$ cat src/rtl/number_serializer_if.sv
// Handshake bundle for number_serializer: tape value input and character stream output.
// The master side feeds values and drains characters; the slave side is the serializer.
interface number_serializer_if;
  logic [63:0] tapeEntry;
  logic        in_valid;
  logic        in_ready;
  logic [7:0]  out_char;
  logic        out_valid;
  logic        out_ready;
  logic        out_last;
  logic        busy;

  modport master (
    output tapeEntry, in_valid, out_ready,
    input  in_ready, out_char, out_valid, out_last, busy
  );

  modport slave (
    input  tapeEntry, in_valid, out_ready,
    output in_ready, out_char, out_valid, out_last, busy
  );
endinterface

$ cat src/rtl/number_serializer.sv
// number_serializer: signed int64 tape entry -> JSON decimal ASCII, one character per handshake.
// Magnitude is converted to 20-digit BCD by an iterative double-dabble engine, then digits are
// streamed most-significant first with an optional leading '-'.
// Build option: NUMBER_SERIALIZER_DABBLE2X_EN runs two add-3/shift iterations per cycle
// (32 conversion cycles instead of 64); character output is identical either way.
//
// state       | meaning
// IDLE        | in_ready high, waiting for a tape value
// CONVERT     | double-dabble iterations on {bcd, mag}
// EMIT_SIGN   | presenting '-' for a negative value
// EMIT_DIGITS | presenting bcd[digitIdx], counting digitIdx down to 0
module number_serializer (
  input logic          clk,
  input logic          rst,
  number_serializer_if.slave ser
);

`ifdef NUMBER_SERIALIZER_DABBLE2X_EN
  localparam logic [6:0] ITER_STEP = 7'd2;
`else
  localparam logic [6:0] ITER_STEP = 7'd1;
`endif
  // bitCount value at the start of the cycle that performs the final iteration(s)
  localparam logic [6:0] LAST_COUNT = 7'd64 - ITER_STEP;

  typedef enum logic [1:0] {IDLE, CONVERT, EMIT_SIGN, EMIT_DIGITS} serState;

  serState     state;
  logic        neg;
  logic [63:0] mag;
  logic [79:0] bcd;
  logic [6:0]  bitCount;
  logic [4:0]  digitIdx;
  logic [7:0]  outChar;
  logic        outValid;
  logic        outLast;
  logic        inReady;
  logic        busyReg;

  logic [143:0] stage1;
  logic [143:0] nextWork;
  logic [79:0]  nextBcd;
  logic [4:0]   nextTop;

  // One double-dabble iteration on {bcd, mag}: correct BCD nibbles >= 5, then shift left.
  function automatic logic [143:0] dabbleStep(input logic [143:0] v);
    logic [143:0] adj;
    adj = v;
    for (int i = 0; i < 20; i++) begin
      if (v[64 + i*4 +: 4] >= 4'd5) begin
        adj[64 + i*4 +: 4] = v[64 + i*4 +: 4] + 4'd3;
      end
    end
    return {adj[142:0], 1'b0};
  endfunction

  // Index of the most significant nonzero nibble; 0 for an all-zero register.
  function automatic logic [4:0] topNibble(input logic [79:0] b);
    logic [4:0] idx;
    idx = '0;
    for (int i = 0; i < 20; i++) begin
      if (b[i*4 +: 4] != 4'd0) begin
        idx = 5'(i);
      end
    end
    return idx;
  endfunction

  // ASCII character for BCD digit idx.
  function automatic logic [7:0] digitChar(input logic [79:0] b, input logic [4:0] idx);
    logic [79:0] shifted;
    shifted = b >> {idx, 2'b00};
    return 8'h30 + {4'h0, shifted[3:0]};
  endfunction

  // Next conversion step; the final step's result also feeds the first character directly,
  // so emission starts the cycle right after the last iteration.
  always_comb begin
    stage1 = dabbleStep({bcd, mag});
`ifdef NUMBER_SERIALIZER_DABBLE2X_EN
    nextWork = dabbleStep(stage1);
`else
    nextWork = stage1;
`endif
    nextBcd = nextWork[143:64];
    nextTop = topNibble(nextBcd);
  end

  // Control FSM with registered handshake outputs.
  always_ff @(posedge clk) begin
    if (rst) begin
      state    <= IDLE;
      neg      <= 1'b0;
      mag      <= '0;
      bcd      <= '0;
      bitCount <= '0;
      digitIdx <= '0;
      outChar  <= 8'h00;
      outValid <= 1'b0;
      outLast  <= 1'b0;
      inReady  <= 1'b0;
      busyReg  <= 1'b0;
    end else begin
      case (state)
        IDLE: begin
          outValid <= 1'b0;
          outLast  <= 1'b0;
          busyReg  <= 1'b0;
          inReady  <= 1'b1;
          if (ser.in_valid && inReady) begin
            neg      <= ser.tapeEntry[63];
            // ~x+1 of 0x8000...0 is 2^63, which is the correct magnitude as unsigned
            mag      <= ser.tapeEntry[63] ? (~ser.tapeEntry + 64'd1) : ser.tapeEntry;
            bcd      <= '0;
            bitCount <= '0;
            inReady  <= 1'b0;
            busyReg  <= 1'b1;
            state    <= CONVERT;
          end
        end

        CONVERT: begin
          {bcd, mag} <= nextWork;
          bitCount   <= bitCount + ITER_STEP;
          if (bitCount == LAST_COUNT) begin
            digitIdx <= nextTop;
            outValid <= 1'b1;
            if (neg) begin
              outChar <= 8'h2D;
              outLast <= 1'b0;
              state   <= EMIT_SIGN;
            end else begin
              outChar <= digitChar(nextBcd, nextTop);
              outLast <= (nextTop == 5'd0);
              state   <= EMIT_DIGITS;
            end
          end
        end

        EMIT_SIGN: begin
          if (ser.out_ready) begin
            outChar <= digitChar(bcd, digitIdx);
            outLast <= (digitIdx == 5'd0);
            state   <= EMIT_DIGITS;
          end
        end

        EMIT_DIGITS: begin
          if (ser.out_ready) begin
            if (digitIdx == 5'd0) begin
              outValid <= 1'b0;
              outLast  <= 1'b0;
              inReady  <= 1'b1;
              busyReg  <= 1'b0;
              state    <= IDLE;
            end else begin
              digitIdx <= digitIdx - 5'd1;
              outChar  <= digitChar(bcd, digitIdx - 5'd1);
              outLast  <= (digitIdx == 5'd1);
            end
          end
        end

        default: state <= IDLE;
      endcase
    end
  end

  assign ser.in_ready  = inReady;
  assign ser.out_char  = outChar;
  assign ser.out_valid = outValid;
  assign ser.out_last  = outLast;
  assign ser.busy      = busyReg;

endmodule
$ cat src/flat_wrapper.sv
// flat-port wrapper written by rule: the top's interface ports become plain ports
module number_serializer_flat 
  (clk, rst, ser_tapeEntry, ser_in_valid, ser_out_ready, ser_in_ready, ser_out_char, ser_out_valid, ser_out_last, ser_busy);
  number_serializer_if ser_i ();
  input logic clk;
  input logic rst;
  input wire logic [$bits(ser_i.tapeEntry)-1:0] ser_tapeEntry;
  input wire logic [$bits(ser_i.in_valid)-1:0] ser_in_valid;
  input wire logic [$bits(ser_i.out_ready)-1:0] ser_out_ready;
  output wire logic [$bits(ser_i.in_ready)-1:0] ser_in_ready;
  output wire logic [$bits(ser_i.out_char)-1:0] ser_out_char;
  output wire logic [$bits(ser_i.out_valid)-1:0] ser_out_valid;
  output wire logic [$bits(ser_i.out_last)-1:0] ser_out_last;
  output wire logic [$bits(ser_i.busy)-1:0] ser_busy;
  assign ser_i.tapeEntry = ser_tapeEntry;
  assign ser_i.in_valid = ser_in_valid;
  assign ser_i.out_ready = ser_out_ready;
  assign ser_in_ready = ser_i.in_ready;
  assign ser_out_char = ser_i.out_char;
  assign ser_out_valid = ser_i.out_valid;
  assign ser_out_last = ser_i.out_last;
  assign ser_busy = ser_i.busy;
  number_serializer u_core (.clk(clk), .rst(rst), .ser(ser_i));
endmodule
$ cat config.mk
export PLATFORM = sky130hd
export DESIGN_NAME = number_serializer_flat
export DESIGN_NICKNAME = d
export VERILOG_FILES = /design/src/rtl/number_serializer_if.sv /design/src/rtl/number_serializer.sv /design/src/flat_wrapper.sv
export SDC_FILE = /design/constraint.sdc
export NUM_CORES = 1
export LEC_CHECK = 0
export CORE_MARGIN = 2
export CORE_UTILIZATION = 63
export DETAILED_ROUTE_END_ITERATION = 8
export GPL_TIMING_DRIVEN = 0
export PLACE_DENSITY = 0.87
export SKIP_LAST_GASP = 1
export SLEW_MARGIN = 20
export SYNTH_ARGS = -nofsm -noshare
export SYNTH_HDL_FRONTEND = slang
export SYNTH_SLANG_ARGS = --single-unit
$ cat constraint.sdc
create_clock -name clk -period 8.8 [get_ports clk]
set_input_delay 2.2 -clock clk [delete_from_list [all_inputs] [get_ports clk]]
set_output_delay 2.2 -clock clk [all_outputs]
set_load 0.01 [all_outputs]
Yosys cells after proc, flatten, opt, wreduce, memory -nomap -nowiden
Cells that the tools add are included.
{"block": "classes", "add_sub_neg": 26, "mul": 0, "div_mod_pow": 0, "n_lt_le_gt_ge": 20, "n_eq_ne": 11, "shifts": 3, "muxes": 79, "n_bitwise": 1, "n_reduce_logical": 36}
{"operator": "$shr A80 B7 Y4", "n": 3}
{"operator": "$pmux W80 S2", "n": 1}
{"operator": "$mux W64", "n": 2}
{"operator": "$pmux W64 S2", "n": 1}
{"operator": "$mux W4", "n": 27}
{"operator": "$ge A4 B3 Y1 const B", "n": 20}
{"operator": "$mux W80", "n": 1}
{"operator": "$add A4 B2 Y4 const B", "n": 19}
{"operator": "$reduce_bool A4 Y1", "n": 19}
{"operator": "$add A64 B1 Y64 const B", "n": 1}
{"operator": "$not A64 Y64", "n": 1}
{"operator": "$mux W8", "n": 5}
{"operator": "$mux W5", "n": 7}
{"operator": "$pmux W8 S3", "n": 1}
{"operator": "$add A6 B4 Y7 const A", "n": 3}
{"operator": "$mux W3", "n": 5}
{"operator": "$mux W1", "n": 14}
{"operator": "$mux W2", "n": 7}
{"operator": "$pmux W7 S2", "n": 1}
{"operator": "$logic_not A5 Y1", "n": 2}
{"operator": "$pmux W5 S2", "n": 1}
{"operator": "$reduce_and A5 Y1", "n": 2}
{"operator": "$pmux W2 S4", "n": 1}
{"operator": "$reduce_and A4 Y1", "n": 2}
{"operator": "19 further kinds", "n": 30}
{"block": "totals", "reg_bits": 171, "latchBits": 0, "mem_bits_rw": 0, "rom_bits": 0, "in_bits": 68, "mem_count": 0}

Longest topological paths before layout
{"block": "logic_depth", "ltp_word": 27, "ltp_mapped": 16}

Least setup slack after synthesis
No wires, ideal clock.
{"block": "synth_path", "path_kind": "input to register", "from": "input ser_tapeEntry[14]", "to": "register u_core.mag[62]", "arrival_ns": 5.041, "required_time_ns": 8.683, "setup_slack_ns": 3.642, "path_stages": 11, "path_buffers": 1, "path_cell_list": "or4_4 -> or4_4 -> or3_4 -> nor2_4 -> nand2_2 -> or3_1 -> buf_2 -> or3_4 -> nor3_2 -> a21oi_1 -> a32o_1"}
{"block": "synth_between", "elab_chain_cells": 5}
{"item": "from (decl)", "line": "flat_wrapper.sv:7", "source": "input wire logic [$bits(ser_i.tapeEntry)-1:0] ser_tapeEntry;"}
{"item": "$not A64 Y64", "line": "number_serializer.sv:113", "source": "mag <= ser.tapeEntry[63] ? (~ser.tapeEntry + 64'd1) : ser.tapeEntry;"}
{"item": "$add A64 B1 Y64", "line": "number_serializer.sv:113"}
{"item": "$mux W64", "line": "number_serializer.sv:113"}
{"item": "$mux W64", "line": "number_serializer.sv:110", "source": "if (ser.in_valid && inReady) begin"}
{"item": "$pmux W64 S2", "line": "number_serializer.sv:104", "source": "case (state)"}
{"item": "to (signal assigned)", "line": "number_serializer.sv:113"}
{"item": "to (signal assigned)", "line": "number_serializer.sv:123", "source": "{bcd, mag} <= nextWork;"}
{"item": "to (decl)", "line": "number_serializer.sv:30", "source": "logic [63:0] mag;"}
No other way between the ends. The select of a mux whose other input is x is not followed.
A chain may end at the register's enable or synchronous reset.

Final worst setup path
{"block": "layout_path", "from": "input ser_tapeEntry[14]", "to": "register u_core.mag[54]"}
The elaborated chain is that of the path after synthesis.

==> metrics.md <==
| Metric | Value |
|---|---|
| Worst setup EP type | `flip-flop` |
| Non-Filler Instances | `1873` |
| CTS Buf Count | `17` |
| Final WL | `about 38000 um` |
| Worst slack, placed | `~2.8 ns` |
| Synth Flop Type | `dfxtp_1` |
| DR vias | `12.3k` |
| Fraction of registers with async set or reset after synthesis | `0` |
| H-tree Lvls | `4` |
| Avg Inst Size Synth | `between 7 and 8 sq um` |
| Status | `completed` |
| Fin crit share | `0.628` |
| Die Ht | `~140 um` |
| Synth Register Bits | `about 170` |
| Worst vdd ir | `153 uV` |
| Initial antenna violation count | `0` |
| Port Buffer Count | `76` |
| Total congestion overflow | `0` |
| IO Count | `80` |
| Synthesized area | `~12000 sq um` |
| Post-synth EDFFs | `0` |
| DR iter-0 viols | `1370` |
| Max Cap Viol | `0` |
| Slew HR | `0.378` |
| CTS Root Cell | `clkbuf_16` |
| HP Class | `flip-flop to flip-flop` |
| Final slew viol count | `0` |
| Critical path peak fanout | `8` |
| Setup ws final | `about 3.3 ns` |
| Tightest Pin Transition | `about 0.92 ns` |
| Post-layout util | `0.727` |
| Min Clock Period, post-route | `~5.5 ns` |
| Initial Util | `0.640` |
| Slowest CP cell | `or4_4` |
| Critical path startpoint category | `primary input` |
| Hold Vio Cnt, Final | `0` |
| Leakage power | `around 0.0048 uW` |
| Max Freq | `between 150 and 200 MHz` |
| CTS Hold Bufs | `0` |
| Post-CTS Resized | `0` |
| CP Data Arrival Time | `5.91 ns` |
| Detail Placement HPWL | `roughly 28000 um` |
| Setup CP Type | `primary input to flip-flop` |
| Syn. warnings | `0` |
| CP required | `a little over 9 ns` |
| Reg clk slew, reported paths | `0.07 ns` |
| Die width | `142 um` |
| CTS tree | `built` |
| Cells after DPL | `between 1.5k and 2k` |
| CORE AREA | `approximately 19000 sq um` |
| ANT cells | `0` |
| Setup bufs post-CTS | `0` |
| Seq/Total Area, Yosys | `0.284` |
| Clk sinks | `~170` |
| RePlAce Congestion | `~1.1` |
| Setup TNS | `0 ns` |
| Post-route ant nets | `0` |
| Vias per cell | `approximately 6.6` |
| Post-synth cell types | `~80` |
| Crit path cell chain | `clkdlybuf4s50_1, or4_4, or4_4, or3_4, nor2_4, nand2_2, or3_1, buf_2, o41ai_1, xor2_1, o21ai_0, nand2_1, a21oi_1` |
| First-pass GRT wire length | `60000 um` |
| Die footprint | `~20000 sq um` |
| Most used cell, CP | `or4_4` |
| RSZ-0062 raised after global routing | `no` |
| Residual DRC | `0` |
| Drt wl/cell | `approximately 20 um` |
| Proportion of layout cells with a drive suffix above 1 | `0.0610` |
| Syn-to-layout area delta | `13.6%` |
| Rows | `50` |
| Power per Cell Area | `between 150 and 200 nW/um^2` |
| Worst skew pair latency | `about 0.46 ns` |
| Worst hold slack | `around 0.45 ns` |
| Vias in the first global route | `around 12k` |
| Final setup violating endpoints | `0` |
| Gr usage total | `0.379` |
| Nets | `1742` |
| Largest net degree at the start of global routing | `18` |
| CP peak stage delay | `approximately 0.59 ns` |
| Clock Path Buffers | `2` |
| Syn Inst Count | `about 1.5k` |
| First drt pass iteration count | `8` |
| Layout Skew | `roughly 0.0093 ns` |
-- power by group --
group / leakage [uW] / internal [uW] / switching [uW]
clock network: 0.000274 / 375 / 376
logic: 0.00320 / 274 / 658
registers: 0.00137 / 857 / 56.7
-- logic make-up (layout without fill, tap and decap cells) --
family                   count (synthesis)  count (layout)  share of synthesized area
AND/OR/NAND/NOR                        570             570                      0.229
AO/OA/AOI/OAI                          431             431                      0.235
flip-flops                             169             169                      0.284
buffers and inverters                  151             259                     0.0487
XOR/XNOR                                87              87                     0.0639
multiplexers                            73              73                     0.0897
adder cells (fa/ha/maj)                 48              48                     0.0504
other                                    1               2                   0.000314
-- cells in the final DEF (no fill, tap or decap), types with 53 or more instances in the layout --
master / n
clkbuf_1: 79
xnor2_1: 53
dfxtp_1: 169
clkdlybuf4s50_1: 76
o21ai_0: 105
inv_1: 58
nand2_1: 188
nor2_1: 170
a21oi_1: 129
-- critical path: cells and delay by family --
family                 cells  cell delay (ns)
XOR/XNOR                   1             0.16
AO/OA/AOI/OAI              3             0.76
AND/OR/NAND/NOR            7             2.15
buffers and inverters      2             0.63
-- flip-flops by register name, summed over array words and instances (netlist names) --
| name | flops |
|---|---|
| u_core.mag | 64 |
| u_core.ser.out_char | 6 |
| u_core.ser.in_ready | 1 |
| u_core.neg | 1 |
| u_core.ser.out_valid | 1 |
| u_core.bitCount | 7 |
| u_core.state | 2 |
| u_core.ser.out_last | 1 |
| u_core.digitIdx | 5 |
| u_core.ser.busy | 1 |
| u_core.bcd | 80 |
-- metal layers --
metal,track usage,up-vias,wire length [um]
met5,0,-,0
met4,0.220,0,2250
met3,0.0773,175,3340
met2,0.644,718,18000
met1,0.445,5702,14200
li1,-,5730,-
-- layout make-up --
class,count,area [sq um]
Buffer,93,364
Clock buffer,18,429
Clock inverter,14,133
Fill cell,1445,5100
Inverter,58,218
Multi-Input combinational cell,1211,7970
Sequential cell,169,3380
Tap cell,234,293
Timing Repair Buffer,76,761
-- per-stage QoR --
step / power (uW) / instance area (sq um)
finish: 2600 / 13500
global route: 2710 / 13500
CTS: 2560 / 13500
detailed placement: 1830 / 13000
global placement: 1800 / 13000
floorplan: 1490 / 11900
-- synthesized netlist by cell type (32+ instances only) --
cell type	count	area share
dfxtp_1	169	0.28
nand2_1	188	0.059
a22oi_1	48	0.030
mux2i_1	36	0.030
a21oi_1	129	0.054
nor2_1	170	0.054
inv_1	58	0.018
xnor2_1	53	0.039
nor3_1	32	0.013
clkbuf_1	78	0.025
o21ai_0	105	0.044
ha_1	48	0.050
xor2_1	34	0.025
-- final timing paths --
check	slack (ns)	end	cells after the start	startpoint
worst max-delay path	3.27	u_core.mag[54]$_SDFFE_PP0P_	13	ser_tapeEntry[14]
worst max register to register	4.23	u_core.ser.out_char[1]$_SDFFE_PP0P_	14	u_core.bcd[69]$_SDFFE_PP0P_
worst min-delay path	0.45	u_core.mag[61]$_SDFFE_PP0P_	2	u_core.mag[61]$_SDFFE_PP0P_
worst min register to register	0.45	u_core.mag[61]$_SDFFE_PP0P_	2	u_core.mag[61]$_SDFFE_PP0P_
(Power assumes the default switching activity.)
